**src/rtl/nac_pkg.sv**
```systemverilog
// Shared opcode, source-select and decode definitions for the next-address controller.
// The decode is a pure function of opcode, test condition and counter-zero.
package nac_pkg;

  typedef enum logic [3:0] {
    OpJz   = 4'h0,
    OpCjs  = 4'h1,
    OpJmap = 4'h2,
    OpCjp  = 4'h3,
    OpPush = 4'h4,
    OpJsrp = 4'h5,
    OpCjv  = 4'h6,
    OpJrp  = 4'h7,
    OpRfct = 4'h8,
    OpRpct = 4'h9,
    OpCrtn = 4'hA,
    OpCjpp = 4'hB,
    OpLdct = 4'hC,
    OpLoop = 4'hD,
    OpCont = 4'hE,
    OpTwb  = 4'hF
  } nac_op_e;

  localparam logic [1:0] SrcUpc = 2'b00;
  localparam logic [1:0] SrcAr  = 2'b01;
  localparam logic [1:0] SrcStk = 2'b10;
  localparam logic [1:0] SrcD   = 2'b11;

  typedef enum logic [1:0] {
    StkNone = 2'b00,
    StkPush = 2'b01,
    StkPop  = 2'b10
  } stk_op_e;

  typedef struct packed {
    logic [1:0] src;
    stk_op_e    stk;
    logic       zero_n;
    logic       map_n;
    logic       vect_n;
    logic       cnt_load;
    logic       cnt_dec;
  } nac_ctrl_t;

  function automatic nac_ctrl_t nac_decode(nac_op_e op, logic cc, logic cnt_zero);
    nac_ctrl_t c;
    c        = '0;
    c.src    = SrcUpc;
    c.stk    = StkNone;
    c.zero_n = 1'b1;
    c.map_n  = 1'b1;
    c.vect_n = 1'b1;
    unique case (op)
      OpJz:   c.zero_n = 1'b0;
      OpCjs:  if (cc) begin
        c.src = SrcD;
        c.stk = StkPush;
      end
      OpJmap: begin
        c.src   = SrcD;
        c.map_n = 1'b0;
      end
      OpCjp:  if (cc) c.src = SrcD;
      OpPush: begin
        c.stk      = StkPush;
        c.cnt_load = cc;
      end
      OpJsrp: begin
        c.src = cc ? SrcD : SrcAr;
        c.stk = StkPush;
      end
      OpCjv:  begin
        c.src    = cc ? SrcD : SrcUpc;
        c.vect_n = 1'b0;
      end
      OpJrp:  c.src = cc ? SrcD : SrcAr;
      OpRfct: if (!cnt_zero) begin
        c.src     = SrcStk;
        c.cnt_dec = 1'b1;
      end else begin
        c.stk = StkPop;
      end
      OpRpct: if (!cnt_zero) begin
        c.src     = SrcD;
        c.cnt_dec = 1'b1;
      end
      OpCrtn: if (cc) begin
        c.src = SrcStk;
        c.stk = StkPop;
      end
      OpCjpp: if (cc) begin
        c.src = SrcD;
        c.stk = StkPop;
      end
      OpLdct: c.cnt_load = 1'b1;
      OpLoop: if (cc) c.stk = StkPop;
              else    c.src = SrcStk;
      OpCont: c.src = SrcUpc;
      OpTwb:  if (cc) begin
        c.src = SrcD;
        c.stk = StkPop;
      end else if (!cnt_zero) begin
        c.src     = SrcStk;
        c.cnt_dec = 1'b1;
      end else begin
        c.stk = StkPop;
      end
      default: c.src = SrcUpc;
    endcase
    return c;
  endfunction

endpackage

```
**src/rtl/loop_counter.sv**
```systemverilog
// Unsigned loop down-counter with parallel load; decrement saturates at zero.
module loop_counter #(
  parameter int unsigned Width = 8
) (
  input  logic             clk_i,
  input  logic             rst_ni,
  input  logic             load_i,
  input  logic             dec_i,
  input  logic [Width-1:0] load_val_i,
  output logic             zero_o
);

  logic [Width-1:0] cnt_q, cnt_d;

  always_comb begin
    cnt_d = cnt_q;
    if (load_i) begin
      cnt_d = load_val_i;
    end else if (dec_i && (cnt_q != '0)) begin
      cnt_d = cnt_q - Width'(1);
    end
  end

  always_ff @(posedge clk_i or negedge rst_ni) begin
    if (!rst_ni) begin
      cnt_q <= '0;
    end else begin
      cnt_q <= cnt_d;
    end
  end

  assign zero_o = (cnt_q == '0);

endmodule

```
**src/rtl/next_address_ctrl.sv**
```systemverilog
// Next-address controller: registered opcode, combinational sequencer control decode,
// loop counter and (with STACK_CHECK_EN defined) a stack occupancy / error tracker.
module next_address_ctrl
  import nac_pkg::*;
#(
  parameter int unsigned CNT_W     = 8,
  parameter int unsigned STK_DEPTH = 4
) (
  input  logic             CP,
  input  logic             CLR,
  input  logic [3:0]       I,
  input  logic             EN,
  input  logic             CC,
  input  logic [CNT_W-1:0] CNT_D,
  output logic [1:0]       S,
  output logic             FE,
  output logic             PUP,
  output logic             ZERO,
  output logic             MAP_E,
  output logic             VECT_E,
  output logic             PL_E,
  output logic             CNT_ZERO,
  output logic             STK_ERR,
  output logic [2:0]       DEPTH
);

  if ((STK_DEPTH < 1) || (STK_DEPTH > 7)) begin : gen_bad_depth
    $error("STK_DEPTH must fit the 3-bit DEPTH output (1..7)");
  end

  nac_op_e   ir_q, ir_d;
  nac_ctrl_t ctrl;
  logic      cnt_zero;

  // Holding IR re-executes it every cycle, side effects included.
  always_comb begin
    ir_d = ir_q;
    if (EN) begin
      ir_d = nac_op_e'(I);
    end
  end

  always_ff @(posedge CP or negedge CLR) begin
    if (!CLR) begin
      ir_q <= OpJz;
    end else begin
      ir_q <= ir_d;
    end
  end

  always_comb begin
    ctrl = nac_decode(ir_q, CC, cnt_zero);
  end

  loop_counter #(
    .Width (CNT_W)
  ) u_loop_counter (
    .clk_i      (CP),
    .rst_ni     (CLR),
    .load_i     (ctrl.cnt_load),
    .dec_i      (ctrl.cnt_dec),
    .load_val_i (CNT_D),
    .zero_o     (cnt_zero)
  );

  assign S        = ctrl.src;
  assign FE       = (ctrl.stk == StkNone);
  assign PUP      = (ctrl.stk == StkPush);
  assign ZERO     = ctrl.zero_n;
  assign MAP_E    = ctrl.map_n;
  assign VECT_E   = ctrl.vect_n;
  assign PL_E     = ~((ctrl.src == SrcD) && ctrl.map_n && ctrl.vect_n);
  assign CNT_ZERO = cnt_zero;

`ifdef STACK_CHECK_EN
  localparam logic [2:0] DepthMax = 3'(STK_DEPTH);

  logic [2:0] depth_q, depth_d;
  logic       err_q, err_d;

  // Out-of-range push/pop leaves DEPTH saturated and latches the error.
  always_comb begin
    depth_d = depth_q;
    err_d   = err_q;
    if (ir_q == OpJz) begin
      depth_d = '0;
      err_d   = 1'b0;
    end else if (ctrl.stk == StkPush) begin
      if (depth_q == DepthMax) begin
        err_d = 1'b1;
      end else begin
        depth_d = depth_q + 3'd1;
      end
    end else if (ctrl.stk == StkPop) begin
      if (depth_q == '0) begin
        err_d = 1'b1;
      end else begin
        depth_d = depth_q - 3'd1;
      end
    end
  end

  always_ff @(posedge CP or negedge CLR) begin
    if (!CLR) begin
      depth_q <= '0;
      err_q   <= 1'b0;
    end else begin
      depth_q <= depth_d;
      err_q   <= err_d;
    end
  end

  assign DEPTH   = depth_q;
  assign STK_ERR = err_q;
`else
  assign DEPTH   = '0;
  assign STK_ERR = 1'b0;
`endif

endmodule

```
**config.mk**
```make
export PLATFORM = sky130hd
export DESIGN_NAME = next_address_ctrl
export DESIGN_NICKNAME = d
export VERILOG_FILES = /design/src/rtl/nac_pkg.sv /design/src/rtl/loop_counter.sv /design/src/rtl/next_address_ctrl.sv
export SDC_FILE = /design/constraint.sdc
export NUM_CORES = 1
export LEC_CHECK = 0
export ABC_AREA = 1
export BUFFER_PORTS_ARGS = -buffer_cell sky130_fd_sc_hd__buf_2
export CAP_MARGIN = 40
export CORE_MARGIN = 2
export CORE_UTILIZATION = 55
export CTS_CLUSTER_SIZE = 8
export DETAILED_ROUTE_END_ITERATION = 10
export HOLD_SLACK_MARGIN = 0.03
export PLACE_DENSITY = 0.84
export SETUP_SLACK_MARGIN = 0.1
export SLEW_MARGIN = 5
export SYNTH_ARGS = -nofsm -noshare
export SYNTH_HDL_FRONTEND = slang
export SYNTH_SLANG_ARGS = --single-unit
```
**constraint.sdc**
```tcl
create_clock -name CP -period 3.6 [get_ports CP]
set_input_delay 0.18 -clock CP [delete_from_list [all_inputs] [get_ports CP]]
set_output_delay 0.18 -clock CP [all_outputs]
set_load 0.05 [all_outputs]
```
After elaboration in Yosys (flattened, before gate mapping)
Cells that the tools add are included.
{ "totals": {"regBits": 12, "input_bits": 16, "word_cells": 54} }
{ "classes": {"add_sub_neg": 1, "eq_ne": 16, "n_mux": 22, "bitwise": 1, "n_reduce_logical": 12} }
{ "ops": {"columns": ["operator", "count"], "rows": [
  ["4-bit equality test, second input constant", 7],
  ["2-bit case mux with 10 select lines", 1],
  ["4-bit by 3-bit equality test with 1-bit output, second input constant", 4],
  ["4-bit two-way mux", 4],
  ["8-bit two-way mux", 2],
  ["2-bit two-way mux", 7],
  ["2-bit case mux with 7 select lines", 1],
  ["4-bit by 2-bit equality test with 1-bit output, second input constant", 2],
  ["8-bit zero test", 1],
  ["8-bit nonzero test", 1],
  ["2-bit OR reduction", 4],
  ["8-bit by 1-bit subtractor with 8-bit output, second input constant", 1],
  ["1-bit two-way mux", 5],
  ["4-bit by 1-bit equality test with 1-bit output, second input constant", 1],
  ["4-bit zero test", 1],
  ["1-bit case mux with 2 select lines", 2],
  ["1-bit logical AND", 3],
  ["2-bit by 1-bit equality test with 1-bit output, second input constant", 1],
  ["2-bit equality test, second input constant", 1],
  ["2-bit zero test", 1],
  ["2-bit nonzero test", 1],
  ["1-bit inverter", 1]
]} }

Depth between registers and ports, before layout
Gate-level depths: netlist of the first run.
{ "logic_depth": {"depth_word": 8, "ltp_mapped": 10} }

Hierarchy
A second synthesis of the first run with hierarchy kept.
{ "unflattened": {"hier_cells": 170, "hier_area_um2": 1053.5} }
{ "modules_own_cells": {"columns": ["mod", "n_inst", "cells_each", "area_each_um2", "seq_area_each_um2"], "rows": [
  ["loop_counter", 1, 93, 596.8, 200.2],
  ["next_address_ctrl", 1, 77, 456.7, 100.1]
]} }

Worst setup path after synthesis of the first run
Ideal clock, no wire load.
{ "synth_path": {"kind": "reg-to-output", "startpoint": "reg ir_q[1]", "endpoint": "out PL_E", "arrival_ns": 2.143, "required_ns": 3.420, "setup_slack_ns": 1.277, "path_stages_with_launch": 8, "path_buffers": 0, "cell_sequence": "dfrtp_1 -> inv_1 -> nor2_1 -> nand2_1 -> nand2_1 -> a21oi_1 -> nand3_1 -> nand2_1"} }
{ "synth_via": {"elab_cells_between_ends": 21, "classes_between": "eq/ne (13); mux (3); bitwise (1); reduce/logical (4)"} }
{ "synth_rtl": {"columns": ["element", "line_no", "text"], "rows": [
  ["start: declaration", "next_address_ctrl.sv:31", "nac_op_e ir_q, ir_d;"],
  ["start signal: assignment", "next_address_ctrl.sv:45", "ir_q <= OpJz;"],
  ["start signal: assignment", "next_address_ctrl.sv:47", "ir_q <= ir_d;"],
  ["4-bit by 2-bit equality test with 1-bit output", "nac_pkg.sv:53", "unique case (op)"],
  ["1-bit two-way mux", "nac_pkg.sv:53", null],
  ["net MAP_E", "next_address_ctrl.sv:19", "output logic MAP_E,"],
  ["1-bit logical AND (2 in series)", "next_address_ctrl.sv:72", "assign PL_E = ~((ctrl.src == SrcD) && ctrl.map_n && ctrl.vect_n);"],
  ["1-bit inverter", "next_address_ctrl.sv:72", null],
  ["end: declaration", "next_address_ctrl.sv:21", "output logic PL_E,"]
]} }
The timed path passes the listed nets, and every way through them passes these cells.

Worst setup path after layout of the first run
{ "layout_path": {"startpoint": "reg u_loop_counter.cnt_q[0]", "endpoint": "out PL_E"} }
{ "layout_via": {"elab_chain_len": 8, "elab_cells_between_ends": 9, "classes_between": "eq/ne (1); mux (4); bitwise (1); reduce/logical (3)"} }
{ "layout_rtl": {"columns": ["element", "line_no", "text"], "rows": [
  ["start: declaration", "loop_counter.sv:13", "logic [Width-1:0] cnt_q, cnt_d;"],
  ["start signal: assignment", "loop_counter.sv:28", "cnt_q <= cnt_d;"],
  ["8-bit zero test (*)", "loop_counter.sv:32", "assign zero_o = (cnt_q == '0);"],
  ["2-bit two-way mux", "nac_pkg.sv:77, nac_pkg.sv:102", null],
  ["4-bit two-way mux", "nac_pkg.sv:99", "OpTwb: if (cc) begin"],
  ["2-bit case mux with 10 select lines (*)", "nac_pkg.sv:53", null],
  ["2-bit equality test (*)", "next_address_ctrl.sv:72", null],
  ["1-bit logical AND (*) (2 in series)", "next_address_ctrl.sv:72", null],
  ["1-bit inverter (*)", "next_address_ctrl.sv:72", null]
]} }
Every way passes the cells marked *; elsewhere a longest branch is shown, timed or not.

==> impl_metrics.yaml, run 1 <==
outcome:
  outcome: "completed"
pwr:
  p_per_area_mw_per_mm2: 656
  swShare_pct: 50.2
  peakVddDrop_uv: 574
  pwr-share-clk_pct: 13.9
  p_switching_mw: 0.389
  seqPwrFrac_pct: 29.9
  p_int_mw: 0.386
  p_leak_nw: 0.640
  combinationalPowerShare_pct: 56.2
  p_total_mw: 0.775
timing:
  max_freq_mhz: 501
  finalHoldViolCount: 0
  maxSlewViolCount: 0
  period_needed_ps: 2000
  setup_viol: 0
  fin_setup_tns_ps: 0
  rsz0062_at_grt: "no"
  timing.final.crit_share_pct: 55.5
  skew_ps: 13.6
finish:
  n_antenna_cell: 0
  finalInstanceArea_mm2: 0.00118
  drive_gt1_share_pct: 21.8
  final_cell_mix: "nand2_1 (62), buf_2 (24), inv_1 (16), nor2_1 (16)"
  finalNetCount: 207
  syn2layout_area_growth_pct: 15.3
  final_cells: 213
  final_common_cell: "nand2_1"
floorplan:
  die_w_um: 47.1
  start_util_pct: 58.6
  rows: 15
  die_h_um: 47.1
  die_area_mm2: 0.00222
  core_area_mm2: 0.00175
  io_pins: 29
routing:
  wl_um: 2300
  via_per_inst: 4.92
  via_count: 1048
  firstDrtPassIters: 4
  drcViolationCount: 0
  postRouteAntennaNets: 0
  drt_iter0_drc: 46
  wl_per_cell_um: 10.8
global_route:
  grt_pass1_wl_um: 3720
  grt_max_degree: 14
  grt-ovfl-total: 0
  grt_pass1_vias: 907
  grt_usage_pct: 23.2
  antenna_found_initial: 0
synthesis:
  synth.distinct_cells: 25
  yosys_register_bits: 12
  ys_seq_area_share_pct: 29.3
  syn-mean-instance-area_um2: 6.32
  syn-instance-count: 162
  syn_area_mm2: 0.00102
  yosysWarnings: 0
clocking:
  h-tree-depth: 1
  root_buffer: "clkbuf_4"
  worstSkewPairLatency_ps: 280
  cts.path.max_buffers: 2
  cts_buffers: 3
  clkTransAtPathRegs_ps: 90
  clock-sinks: 12
  tritoncts: "yes"
flow_run:
  drv_cap: 0
placed_design:
  dp_hpwl_um: 1880
  placed_cell_area_mm2: 0.00113
  port_buffers: 24
  gp_congestion: 0.890
  dpl.cell_count: 208
worst_setup_path:
  regToRegStartpoint: "u_loop_counter.cnt_q[0]"
  crit_required_ps: 3420
  worstPathMaxFanout: 6
  crit_arrival_ps: 1820
  cp-start-kind: "flop"
  reg2reg_to: "u_loop_counter.cnt_q[7]"
  critPathKind: "reg -> out"
  r2r_slack_ps: 1930
  critPathCaptureType: "primary output"
  ff2ff_path_depth: 10
hold_path:
  min_from: "I[3]"
  hold_end: "ir_q[3]"
  hold_depth: 3
  holdCritPathClass: "in -> reg"
cell families after synthesis:
logic type               share of synthesized area [%]
flip-flops                                        29.3
buffers and inverters                             11.9
AO/OA/AOI/OAI                                     11.7
AND/OR/NAND/NOR                                   43.4
other                                            0.366
XOR/XNOR                                         0.856
adder cells (fa/ha/maj)                           2.44
synthesized netlist by cell type, drive strengths merged:
| master | number | share of area, % |
|---|---|---|
| xnor2 | 1 | 0.86 |
| nand3 | 14 | 8.6 |
| or2 | 1 | 0.61 |
| clkinv | 1 | 0.49 |
| o21ai | 16 | 9.3 |
| ha | 2 | 2.4 |
| nand4 | 1 | 0.61 |
| nor3 | 4 | 2.4 |
| dfrtp | 12 | 29 |
| nand2 | 63 | 23 |
| conb | 1 | 0.37 |
| a21oi | 3 | 1.5 |
| nor2 | 18 | 7.1 |
| a32o | 1 | 0.98 |
| inv | 17 | 6.2 |
| nand3b | 1 | 0.73 |
| buf | 6 | 5.1 |
worst max path at each step:
stage,end,from
floorplan,PL_E,ir_q[1]
global placement,PL_E,u_loop_counter.cnt_q[0]
detailed placement,PL_E,u_loop_counter.cnt_q[0]
CTS,PL_E,u_loop_counter.cnt_q[0]
global route,PL_E,u_loop_counter.cnt_q[0]
finish,PL_E,u_loop_counter.cnt_q[0]
registers in the layout, summed over array words and instances, names as in the netlist:
register              cells
u_loop_counter.cnt_q      8
ir_q                      4
area by class of cell:
| cell class | count | area, um^2 |
|---|---|---|
| multi-input cells | 129 | 613 |
| fillers | 173 | 566 |
| flip-flops and latches | 12 | 300 |
| repair buffers | 25 | 130 |
| inverters | 18 | 68.8 |
| clock buffers | 4 | 36.3 |
| well taps | 25 | 31.3 |
power groups by stage:
stage / Clock [mW] / Sequential (mW) / Combinational, mW
2_1_floorplan: 0 / 0.218 / 0.356
3_3_place_gp: 0 / 0.229 / 0.418
3_5_place_dp: 0 / 0.234 / 0.429
4_1_cts: 0.109 / 0.231 / 0.431
5_1_grt: 0.116 / 0.237 / 0.490
6_report: 0.107 / 0.232 / 0.435
metal layers:
| metal | track usage (%) | vias up | wire length [um] |
|---|---|---|---|
| met5 | 0 | - | 0 |
| met4 | 1.67 | 0 | 0 |
| met3 | 4.62 | 0 | 124 |
| met2 | 35.9 | 35 | 1090 |
| met1 | 35.0 | 459 | 1090 |
| li1 | - | 554 | - |
per-stage QoR:
step	util, %	setup slack (ps)	hold slack, ps
after global routing	67.6	1400	122
after detailed placement	64.9	1910	72.4
after global placement	64.9	1980	63.9
after floorplan	-	1280	-116
after CTS	67.6	1600	120
final	67.6	1600	123
worst max-delay path: stages (launching register included):
cell and delay (ps):
dfrtp_1 410, inv_1 150, ha_1 190, nand2_1 60
inv_1 60, nand2_2 90, o21ai_0 150, nand3_1 110
nand2_1 70, buf_2 250
timing repair:
item | 4_1_cts | 5_1_grt
gates resized for setup | 0 | 0
setup buffers | 0 | 0
endpoints found under the hold margin | 12 | 0
hold buffers | 1 | 0
No activity file was read; power rests on OpenSTA's default activity.
==> run 2: changes to the inputs <==
- CORE_UTILIZATION: 55 -> 51
- PLACE_DENSITY: 0.84 -> 0.78
- clock period: 3.6 -> 2 ns (I/O delays scaled with it)
==> impl_metrics.yaml, run 2 (same netlist as run 1, synthesis figures left out) <==
pwr:
  p_int_mw: 0.672
  swShare_pct: 51.7
  p_total_mw: 1.39
  p_leak_nw: 0.657
  peakVddDrop_uv: 684
  seqPwrFrac_pct: 30.5
  pwr-share-clk_pct: 10.6
  p_per_area_mw_per_mm2: 1150
  combinationalPowerShare_pct: 58.9
  p_switching_mw: 0.719
worst_setup_path:
  crit_arrival_ps: 1670
  r2r_slack_ps: 330
  critPathKind: "reg -> out"
  crit_cells: 9
  crit_chain: "inv_2, ha_1, nand2_1, inv_1, nand2_4, a21oi_2, nand3_2, nand2_4, buf_6"
  ff2ff_path_depth: 10
  reg2reg_to: "u_loop_counter.cnt_q[7]"
  crit_top_cell: "nand2_4"
  worstPathMaxFanout: 6
  crit_family: "flip-flops"
  cp-start-kind: "flop"
  regToRegStartpoint: "u_loop_counter.cnt_q[0]"
  worstSetupEndpoint: "PL_E"
  crit_start: "u_loop_counter.cnt_q[0]"
  slowest_stage: "dfrtp_1"
  critPathBufInv: 3
  crit_required_ps: 1900
  max_stage_delay_ps: 400
  critPathCaptureType: "primary output"
finish:
  finalNetCount: 207
  final_common_cell: "nand2_1"
  final_cells: 214
  nFillCells: 184
  largest_reg_flops: 8
  n_antenna_cell: 0
  multi_input_area_um2: 649
  top_regs: "u_loop_counter.cnt_q x8, ir_q x4"
  syn2layout_area_growth_pct: 18.7
  regMostFlops: "u_loop_counter.cnt_q"
  register_area_um2: 304
  drive_gt1_share_pct: 27.3
  final_cell_mix: "nand2_1 (61), buf_2 (23), nor2_1 (15)"
timing:
  skew_ps: 8.01
  period_needed_ps: 1770
  max_freq_mhz: 563
  maxSlewViolCount: 0
  timing.final.crit_share_pct: 88.7
  fin_setup_tns_ps: 0
  setup_viol: 0
  finalHoldViolCount: 0
  rsz0062_at_grt: "no"
routing:
  drcViolationCount: 0
  via_per_inst: 5.12
  drt_iter0_drc: 26
  wl_um: 2460
  via_count: 1095
  firstDrtPassIters: 4
  wl_per_cell_um: 11.5
  postRouteAntennaNets: 0
global_route:
  grt_max_degree: 14
  grt_pass1_vias: 994
  antenna_found_initial: 0
  grt_pass1_wl_um: 4290
  grt-ovfl-total: 0
  grt_usage_pct: 22.5
placed_design:
  port_buffers: 24
  gp_congestion: 0.946
  dp_hpwl_um: 1900
  dpl.cell_count: 210
clocking:
  cts.path.max_buffers: 2
  clkTransAtPathRegs_ps: 70
  root_buffer: "clkbuf_4"
  tritoncts: "yes"
  clock-sinks: 12
  h-tree-depth: 1
  post_cts.repair.setup_buffers: 0
  cts_buffers: 3
  worstSkewPairLatency_ps: 270
outcome:
  outcome: "completed"
floorplan:
  io_pins: 29
  core_area_mm2: 0.00192
  die_w_um: 48.8
  rows: 16
  start_util_pct: 53.3
  die_h_um: 48.8
  die_area_mm2: 0.00238
hold_path:
  holdCritPathClass: "in -> reg"
flow_run:
  drv_cap: 0
==> run 2: metrics by stage <==
stage	area [um^2]	setup WS, ps	hold slack (ps)	util [%]
floorplan	1050	113	-196	-
global placement	1150	362	-4.31	59.8
detailed placement	1150	320	-0.912	59.8
CTS	1190	116	32.0	61.8
global route	1210	104	51.6	63.2
finish	1210	225	44.9	63.2
==> run 2: layout make-up <==
class,instances,area share (%)
clock buffer,3,1.85
inverter,18,5.66
multi-input combinational,129,53.4
sequential,12,25.0
tap,27,2.78
timing repair buffer,25,11.2
==> run 2: power by group through the flow <==
stage / Sequential [mW] / Clock (mW) / Combinational (mW)
6_report: 0.424 / 0.147 / 0.820
5_1_grt: 0.437 / 0.161 / 0.914
4_1_cts: 0.409 / 0.156 / 0.794
3_5_place_dp: 0.413 / 0 / 0.785
3_3_place_gp: 0.410 / 0 / 0.766
2_1_floorplan: 0.392 / 0 / 0.649
==> run 2: routing by layer <==
metal | share of wire, % | track usage (%) | vias to the layer above
met4 | 1.5 | 5.71 | 0
met3 | 5.0 | 3.07 | 6
li1 | - | - | 559
met2 | 47 | 39.3 | 39
met5 | 0 | 0 | -
met1 | 46 | 29.3 | 491
==> run 2: worst min-delay path, stage by stage <==
cell	delay, ps
buf_2	70
nand2_1	30
o21ai_0	60
==> run 2: worst min-delay path by stage <==
| stage | startpoint | end | slack (ps) | depth (start not counted) |
|---|---|---|---|---|
| global placement | CLR | u_loop_counter.cnt_q[3] | -4 | 1 |
| global route | I[1] | ir_q[1] | 50 | 3 |
| detailed placement | CLR | u_loop_counter.cnt_q[2] | -0.9 | 1 |
| finish | I[1] | ir_q[1] | 40 | 3 |
| CTS | I[1] | ir_q[1] | 30 | 3 |
| floorplan | CLR | ir_q[0] | -200 | 0 |
==> run 2: timing repair <==
| item | in CTS | in global routing |
|---|---|---|
| setup endpoints to repair | 1 | 3 |
| pin swaps | 0 | 1 |
| hold buffers | 1 | 0 |
| gates cloned | 0 | 0 |
| endpoints found under the hold margin | 12 | 0 |
| gates resized for setup | 3 | 12 |
